## src/rtl/hazard_ctrl_if.sv

```systemverilog
// hazard_ctrl_if -- signal bundle between the pipeline and the hazard controller.
//
// Decode side : id_valid_i, rs1_addr_i, rs2_addr_i, rd_addr_i, reg_wen_i
// Execute side: ex_jump_en_i, ex_jump_addr_i
// Write-back  : wb_wen_i, wb_rd_addr_i
// Controls    : hold_o, flush_o, jump_en_o, jump_addr_o
// Status      : pending_o (outstanding-write scoreboard), stall_cnt_o (hold cycles)
//
// master modport: the pipeline (drives *_i, observes *_o)
// slave  modport: hazard_ctrl  (observes *_i, drives *_o)
interface hazard_ctrl_if;
   logic        id_valid_i;
   logic [4:0]  rs1_addr_i;
   logic [4:0]  rs2_addr_i;
   logic [4:0]  rd_addr_i;
   logic        reg_wen_i;
   logic        ex_jump_en_i;
   logic [31:0] ex_jump_addr_i;
   logic        wb_wen_i;
   logic [4:0]  wb_rd_addr_i;
   logic        hold_o;
   logic        flush_o;
   logic        jump_en_o;
   logic [31:0] jump_addr_o;
   logic [31:0] pending_o;
   logic [31:0] stall_cnt_o;

   modport master (
      output id_valid_i, rs1_addr_i, rs2_addr_i, rd_addr_i, reg_wen_i,
             ex_jump_en_i, ex_jump_addr_i, wb_wen_i, wb_rd_addr_i,
      input  hold_o, flush_o, jump_en_o, jump_addr_o, pending_o, stall_cnt_o
   );

   modport slave (
      input  id_valid_i, rs1_addr_i, rs2_addr_i, rd_addr_i, reg_wen_i,
             ex_jump_en_i, ex_jump_addr_i, wb_wen_i, wb_rd_addr_i,
      output hold_o, flush_o, jump_en_o, jump_addr_o, pending_o, stall_cnt_o
   );
endinterface

```

## src/rtl/hazard_ctrl.sv

```systemverilog
// hazard_ctrl -- pipeline hazard controller.
//
// Tracks outstanding register writes in a 32-bit scoreboard, stalls decode on
// read-after-write hazards, passes taken jumps through to the PC and flushes
// if_id/id_ex for FLUSH_CYCLES cycles starting in the jump cycle.
//
// Ports:
//   clk  : clock, all state on rising edge
//   rst  : synchronous active-high reset
//   bus  : hazard_ctrl_if.slave (decode, execute jump, write-back inputs;
//          hold/flush/jump controls, scoreboard and stall counter outputs)
//
// Parameter FLUSH_CYCLES: flush length after a taken jump, legal 1..7.
module hazard_ctrl #(
   parameter int unsigned FLUSH_CYCLES = 2
) (
   input  logic          clk,
   input  logic          rst,
   hazard_ctrl_if.slave  bus
);

   typedef enum logic {
      S_IDLE,
      S_FLUSH
   } state_t;

   localparam logic [2:0] LP_RELOAD = 3'(FLUSH_CYCLES - 1);

   state_t      r_state;
   state_t      w_state_nxt;
   logic [2:0]  r_cnt;
   logic [2:0]  w_cnt_nxt;
   logic [31:0] r_pending;
   logic [31:0] w_pending_nxt;
   logic [31:0] r_stall_cnt;

   logic [31:0] w_wb_mask;
   logic [31:0] w_issue_mask;
   logic [31:0] w_eff;
   logic        w_hazard;
   logic        w_hold;
   logic        w_flush;
   logic        w_issue;

   // Same-cycle write-back is forwarded by the register file, so its bit must
   // not cause a stall.
   always_comb begin
      w_wb_mask = '0;
      if (bus.wb_wen_i && (bus.wb_rd_addr_i != '0))
         w_wb_mask = 32'd1 << bus.wb_rd_addr_i;
   end

   assign w_eff    = r_pending & ~w_wb_mask;
   assign w_hazard = bus.id_valid_i &
                     (((bus.rs1_addr_i != '0) & w_eff[bus.rs1_addr_i]) |
                      ((bus.rs2_addr_i != '0) & w_eff[bus.rs2_addr_i]));
   assign w_hold   = ~rst & w_hazard & ~w_flush;

   assign w_issue = bus.id_valid_i & bus.reg_wen_i & (bus.rd_addr_i != '0) &
                    ~w_hold & ~w_flush;

   always_comb begin
      w_issue_mask = '0;
      if (w_issue)
         w_issue_mask = 32'd1 << bus.rd_addr_i;
   end

   // Clear first, then set: an issue and write-back to the same register
   // leave the bit set. Bit 0 is never tracked.
   assign w_pending_nxt = ((r_pending & ~w_wb_mask) | w_issue_mask) & ~32'd1;

   // Flush FSM. The IDLE->FLUSH transition already covers the jump cycle, so
   // FLUSH leaves once the count would reach zero; this yields exactly
   // FLUSH_CYCLES flush cycles including the jump cycle.
   always_comb begin
      w_state_nxt = r_state;
      w_cnt_nxt   = r_cnt;
      w_flush     = 1'b0;
      case (r_state)
         S_IDLE: begin
            w_flush = bus.ex_jump_en_i;
            if (bus.ex_jump_en_i && (FLUSH_CYCLES > 1)) begin
               w_state_nxt = S_FLUSH;
               w_cnt_nxt   = LP_RELOAD;
            end
         end
         S_FLUSH: begin
            w_flush = 1'b1;
            if (bus.ex_jump_en_i) begin
               w_cnt_nxt = LP_RELOAD;
            end else if (r_cnt <= 3'd1) begin
               w_state_nxt = S_IDLE;
               w_cnt_nxt   = '0;
            end else begin
               w_cnt_nxt = r_cnt - 3'd1;
            end
         end
         default: begin
            w_state_nxt = S_IDLE;
            w_cnt_nxt   = '0;
         end
      endcase
      if (rst)
         w_flush = 1'b0;
   end

   always_ff @(posedge clk) begin
      if (rst) begin
         r_state     <= S_IDLE;
         r_cnt       <= '0;
         r_pending   <= '0;
         r_stall_cnt <= '0;
      end else begin
         r_state   <= w_state_nxt;
         r_cnt     <= w_cnt_nxt;
         r_pending <= w_pending_nxt;
         if (w_hold)
            r_stall_cnt <= r_stall_cnt + 32'd1;
      end
   end

   assign bus.hold_o      = w_hold;
   assign bus.flush_o     = w_flush;
   assign bus.jump_en_o   = ~rst & bus.ex_jump_en_i;
   assign bus.jump_addr_o = (~rst & bus.ex_jump_en_i) ? bus.ex_jump_addr_i : '0;
   assign bus.pending_o   = r_pending;
   assign bus.stall_cnt_o = r_stall_cnt;

endmodule
```

## src/flat_wrapper.sv

```systemverilog
// flat-port wrapper written by rule: the top's interface ports become plain ports
module hazard_ctrl_flat 
#(
   parameter int unsigned FLUSH_CYCLES = 2
)
  (clk, rst, bus_id_valid_i, bus_rs1_addr_i, bus_rs2_addr_i, bus_rd_addr_i, bus_reg_wen_i, bus_ex_jump_en_i, bus_ex_jump_addr_i, bus_wb_wen_i, bus_wb_rd_addr_i, bus_hold_o, bus_flush_o, bus_jump_en_o, bus_jump_addr_o, bus_pending_o, bus_stall_cnt_o);
  hazard_ctrl_if bus_i ();
  input  logic clk;
  input  logic rst;
  input wire logic [$bits(bus_i.id_valid_i)-1:0] bus_id_valid_i;
  input wire logic [$bits(bus_i.rs1_addr_i)-1:0] bus_rs1_addr_i;
  input wire logic [$bits(bus_i.rs2_addr_i)-1:0] bus_rs2_addr_i;
  input wire logic [$bits(bus_i.rd_addr_i)-1:0] bus_rd_addr_i;
  input wire logic [$bits(bus_i.reg_wen_i)-1:0] bus_reg_wen_i;
  input wire logic [$bits(bus_i.ex_jump_en_i)-1:0] bus_ex_jump_en_i;
  input wire logic [$bits(bus_i.ex_jump_addr_i)-1:0] bus_ex_jump_addr_i;
  input wire logic [$bits(bus_i.wb_wen_i)-1:0] bus_wb_wen_i;
  input wire logic [$bits(bus_i.wb_rd_addr_i)-1:0] bus_wb_rd_addr_i;
  output wire logic [$bits(bus_i.hold_o)-1:0] bus_hold_o;
  output wire logic [$bits(bus_i.flush_o)-1:0] bus_flush_o;
  output wire logic [$bits(bus_i.jump_en_o)-1:0] bus_jump_en_o;
  output wire logic [$bits(bus_i.jump_addr_o)-1:0] bus_jump_addr_o;
  output wire logic [$bits(bus_i.pending_o)-1:0] bus_pending_o;
  output wire logic [$bits(bus_i.stall_cnt_o)-1:0] bus_stall_cnt_o;
  assign bus_i.id_valid_i = bus_id_valid_i;
  assign bus_i.rs1_addr_i = bus_rs1_addr_i;
  assign bus_i.rs2_addr_i = bus_rs2_addr_i;
  assign bus_i.rd_addr_i = bus_rd_addr_i;
  assign bus_i.reg_wen_i = bus_reg_wen_i;
  assign bus_i.ex_jump_en_i = bus_ex_jump_en_i;
  assign bus_i.ex_jump_addr_i = bus_ex_jump_addr_i;
  assign bus_i.wb_wen_i = bus_wb_wen_i;
  assign bus_i.wb_rd_addr_i = bus_wb_rd_addr_i;
  assign bus_hold_o = bus_i.hold_o;
  assign bus_flush_o = bus_i.flush_o;
  assign bus_jump_en_o = bus_i.jump_en_o;
  assign bus_jump_addr_o = bus_i.jump_addr_o;
  assign bus_pending_o = bus_i.pending_o;
  assign bus_stall_cnt_o = bus_i.stall_cnt_o;
  hazard_ctrl #(.FLUSH_CYCLES(FLUSH_CYCLES)) u_core (.clk(clk), .rst(rst), .bus(bus_i));
endmodule
```

## config.mk

```make
export PLATFORM = sky130hd
export DESIGN_NAME = hazard_ctrl_flat
export DESIGN_NICKNAME = d
export VERILOG_FILES = /design/src/rtl/hazard_ctrl_if.sv /design/src/rtl/hazard_ctrl.sv /design/src/flat_wrapper.sv
export SDC_FILE = /design/constraint.sdc
export NUM_CORES = 1
export LEC_CHECK = 0
export BUFFER_PORTS_ARGS = -buffer_cell sky130_fd_sc_hd__buf_2
export CORE_MARGIN = 5
export CORE_UTILIZATION = 50
export DETAILED_ROUTE_END_ITERATION = 7
export GPL_ROUTABILITY_DRIVEN = 0
export PLACE_DENSITY = 0.81
export SYNTH_ARGS = -nofsm -noshare
export SYNTH_HDL_FRONTEND = slang
export SYNTH_SLANG_ARGS = --single-unit
```

## constraint.sdc

```tcl
create_clock -name clk -period 3.4 [get_ports clk]
set_clock_uncertainty 0.05 [all_clocks]
set_input_delay 0.17 -clock clk [delete_from_list [all_inputs] [get_ports clk]]
set_output_delay 0.17 -clock clk [all_outputs]
set_load 0.03 [all_outputs]
```

==> impl_metrics.yaml <==
run_status:
  status: "finished, final reports clean"
yosys:
  synth_top_area_cell: "dfxtp_1"
  synth_simple_gate_area_share_pct: 30.2
  yosysUniqueCellTypes: 71
  async_flop_share_pct: 0
  synthesis.area_sq_um: 4270
  syn_area_per_cell_sq_um: 7.90
  synth_edf_count: 0
  synth_top_family_by_area: "simple AND/OR/NAND/NOR gates"
  synthTopCellsByArea: "dfxtp_1 (31%), and2_1 (5.3%), nor2_1 (5.0%)"
  synthAdderAreaFrac_pct: 0.879
  synth_cells: 541
  ys_warn_count: 0
  synth.most_common_cell: "dfxtp_1"
  synth_common_cells: "dfxtp_1 (67), nor2_1 (57), and2_1 (36), nand2_1 (31), o21ai_0 (30)"
  synth-compound-area-share_pct: 24.0
  synth_top_area_share_pct: 31.4
  synth_mux_area_share_pct: 4.48
  synth_nets: 602
  synth_ff_type: "dfxtp_1"
  seq_area_frac_synth_pct: 31.4
  synth_xor_area_share_pct: 4.10
  ys_ff_latch: 67
layout:
  fin_nets: 742
  area_growth_pct: 24.3
  fillers: 753
  register_area_sq_um: 1340
  drive_above_1_share_pct: 29.3
  postLayoutCoreUtil_pct: 64.3
  diodes: 0
  multi_input_area_sq_um: 2730
clock_tree:
  tritoncts: "built"
  clk_latency_ns: 0.35
  postCtsHoldBufs: 0
  clockBufferDepth: 2
  cts_sinks: 67
  numCtsBuffers: 9
  cts_setup_buffers: 0
  cts_resized: 0
  clkTransAtPathRegs_ns: 0.08
  root_buffer: "clkbuf_8"
  cts.htree.levels: 3
route:
  drc: 0
  routed_wl_um: 15000
  routed-via-count: 5035
  drtIter0Drc: 528
  vias_per_cell: 6.37
  first_pass_iters: 6
  ant_nets: 0
  wl_per_cell_um: 19.0
floorplanning:
  die_area_sq_um: 10500
  num_rows: 33
  die_y_um: 102
  design.core.area_sq_um: 8260
  die_x_um: 102
  ios: 157
  start_util_pct: 51.7
power_and_ir_drop:
  power.static_leakage_nw: 2.16
  ir_worst_vdd_mv: 0.149
  cellPowerDensity_nw_per_um2: 333
worst_setup_path:
  crit_slowest_cell: "o41ai_1"
  end_kind: "output port"
  startpoint_type: "register"
  critPathMostFrequentCell: "buf_4"
  timing.rr.start: "u_core.bus.pending_o[1]"
  worstPathMaxFanout: 19
  cp.required_ns: 3.18
  cp_slowest_stage_delay_ns: 0.46
  crit_chain: "inv_1 > a31o_1 > o31ai_1 > o21ai_0 > o41ai_1 > nor2_1 > buf_4 > a21oi_4 > buf_4 > buf_2"
  reg2regPathDepth: 10
  r2r_slack_ns: 0.30
  cp.arrival_ns: 2.99
  worstReg2RegEnd: "u_core.bus.stall_cnt_o[31]"
  path_class: "reg2out"
worst_hold_path:
  hold_path_depth: 2
  worstHoldStart: "bus_ex_jump_en_i"
  hold_class: "in2reg"
  hold-path-endpoint: "u_core.r_cnt[1]"
sta:
  report.final.hold_viol_count: 0
  slew_violations: 0
  finalSetupTns_ns: 0
  fin_ws_ns: 0.193
  hold-worst-slack_ns: 0.0536
  relSlewSlack_pct: 45.4
  period_needed_ns: 3.21
  setup_violations: 0
  tightest_slew_ns: 0.816
  fmax_mhz: 312
  post-route-period-util_pct: 94.3
  rsz0062_at_grt: "false"
placed_design:
  place_ws_ns: 0.189
  dp_hpwl_um: 11200
  io_buffer_count: 155
grt:
  grtUsageTotal_pct: 27.8
  grt_pass1_vias: 4788
  grt_max_degree: 43
  antenna_found_initial: 2
  grt_pass1_wl_um: 23300
  grt_overflow_total: 0
job:
  max_cap_violations: 0
report_power, final:
group / switching (mW) / internal [mW]
clock: 0.334 / 0.343
sequential: 0.00490 / 0.789
combinational: 0.202 / 0.0949
total: 0.541 / 1.23
registers in the layout, indices dropped and copies added (netlist names):
register,count
u_core.bus.stall_cnt_o,32
u_core.bus.pending_o,31
u_core.r_cnt,3
u_core.r_state,1
worst max path at each step:
stage,start,endpoint,slack [ns],depth (start not counted)
6_report,u_core.bus.pending_o[1],bus_hold_o,0.19,10
5_1_grt,u_core.bus.pending_o[1],bus_hold_o,0.08,10
4_1_cts,u_core.bus.pending_o[1],bus_hold_o,0.20,10
3_5_place_dp,bus_wb_rd_addr_i[3],u_core.bus.stall_cnt_o[22],0.19,11
3_3_place_gp,bus_wb_rd_addr_i[3],u_core.bus.stall_cnt_o[31],0.26,10
2_1_floorplan,bus_wb_wen_i,u_core.bus.stall_cnt_o[5],0.60,11
critical path, delay by kind of cell (launching register included):
| family | cells | cell delay, ns |
|---|---|---|
| buffers and inverters | 4 | 0.82 |
| flip-flops | 1 | 0.38 |
| AO/OA/AOI/OAI | 5 | 1.33 |
| AND/OR/NAND/NOR | 1 | 0.09 |
cell type report:
| class | count | share of cell area (%) |
|---|---|---|
| Clock inverter | 5 | 1.18 |
| Inverter | 14 | 0.990 |
| Multi-Input combinational cell | 423 | 51.5 |
| Timing Repair Buffer | 166 | 16.2 |
| Tap cell | 105 | 2.47 |
| Clock buffer | 11 | 2.47 |
| Sequential cell | 67 | 25.3 |
cell usage in the layout, fill, tap and decap left out, types with 12 or more instances in the layout:
| master | netlist | layout |
|---|---|---|
| a21oi_1 | 18 | 18 |
| and2_1 | 36 | 36 |
| buf_2 | 10 | 155 |
| dfxtp_1 | 67 | 67 |
| inv_1 | 12 | 12 |
| nand2_1 | 31 | 31 |
| nand3_1 | 22 | 22 |
| nand4_1 | 12 | 12 |
| nor2_1 | 57 | 57 |
| o211ai_1 | 12 | 12 |
| o21ai_0 | 30 | 30 |
| o21ai_1 | 13 | 13 |
| o22ai_1 | 25 | 25 |
| xnor2_1 | 19 | 19 |
cell families (layout without fill, tap and decap cells):
kind of cell | Yosys count | count (layout)
simple gates | 229 | 229
compound gates | 154 | 154
flops | 67 | 67
buf+inv | 51 | 196
xor+xnor | 20 | 20
mux | 16 | 16
fa+ha+maj | 3 | 3
other cells | 1 | 1
layer usage:
metal | wire length, um | vias up | global-route usage (%)
li1 | - | 2290 | -
met1 | 5840 | 2313 | 35.3
met2 | 6680 | 348 | 41.9
met3 | 1760 | 80 | 7.85
met4 | 732 | 4 | 16.2
met5 | 23 | - | 0
per-stage QoR:
stage               area [sq um]  power, mW  cells
finish                      5310       1.77    791
global route                5310       1.82    791
CTS                         5300       1.76    791
detailed placement          5110       1.10    775
global placement            5110       1.09    775
floorplan                   4270      0.999    541
(Power assumes the default switching activity.)
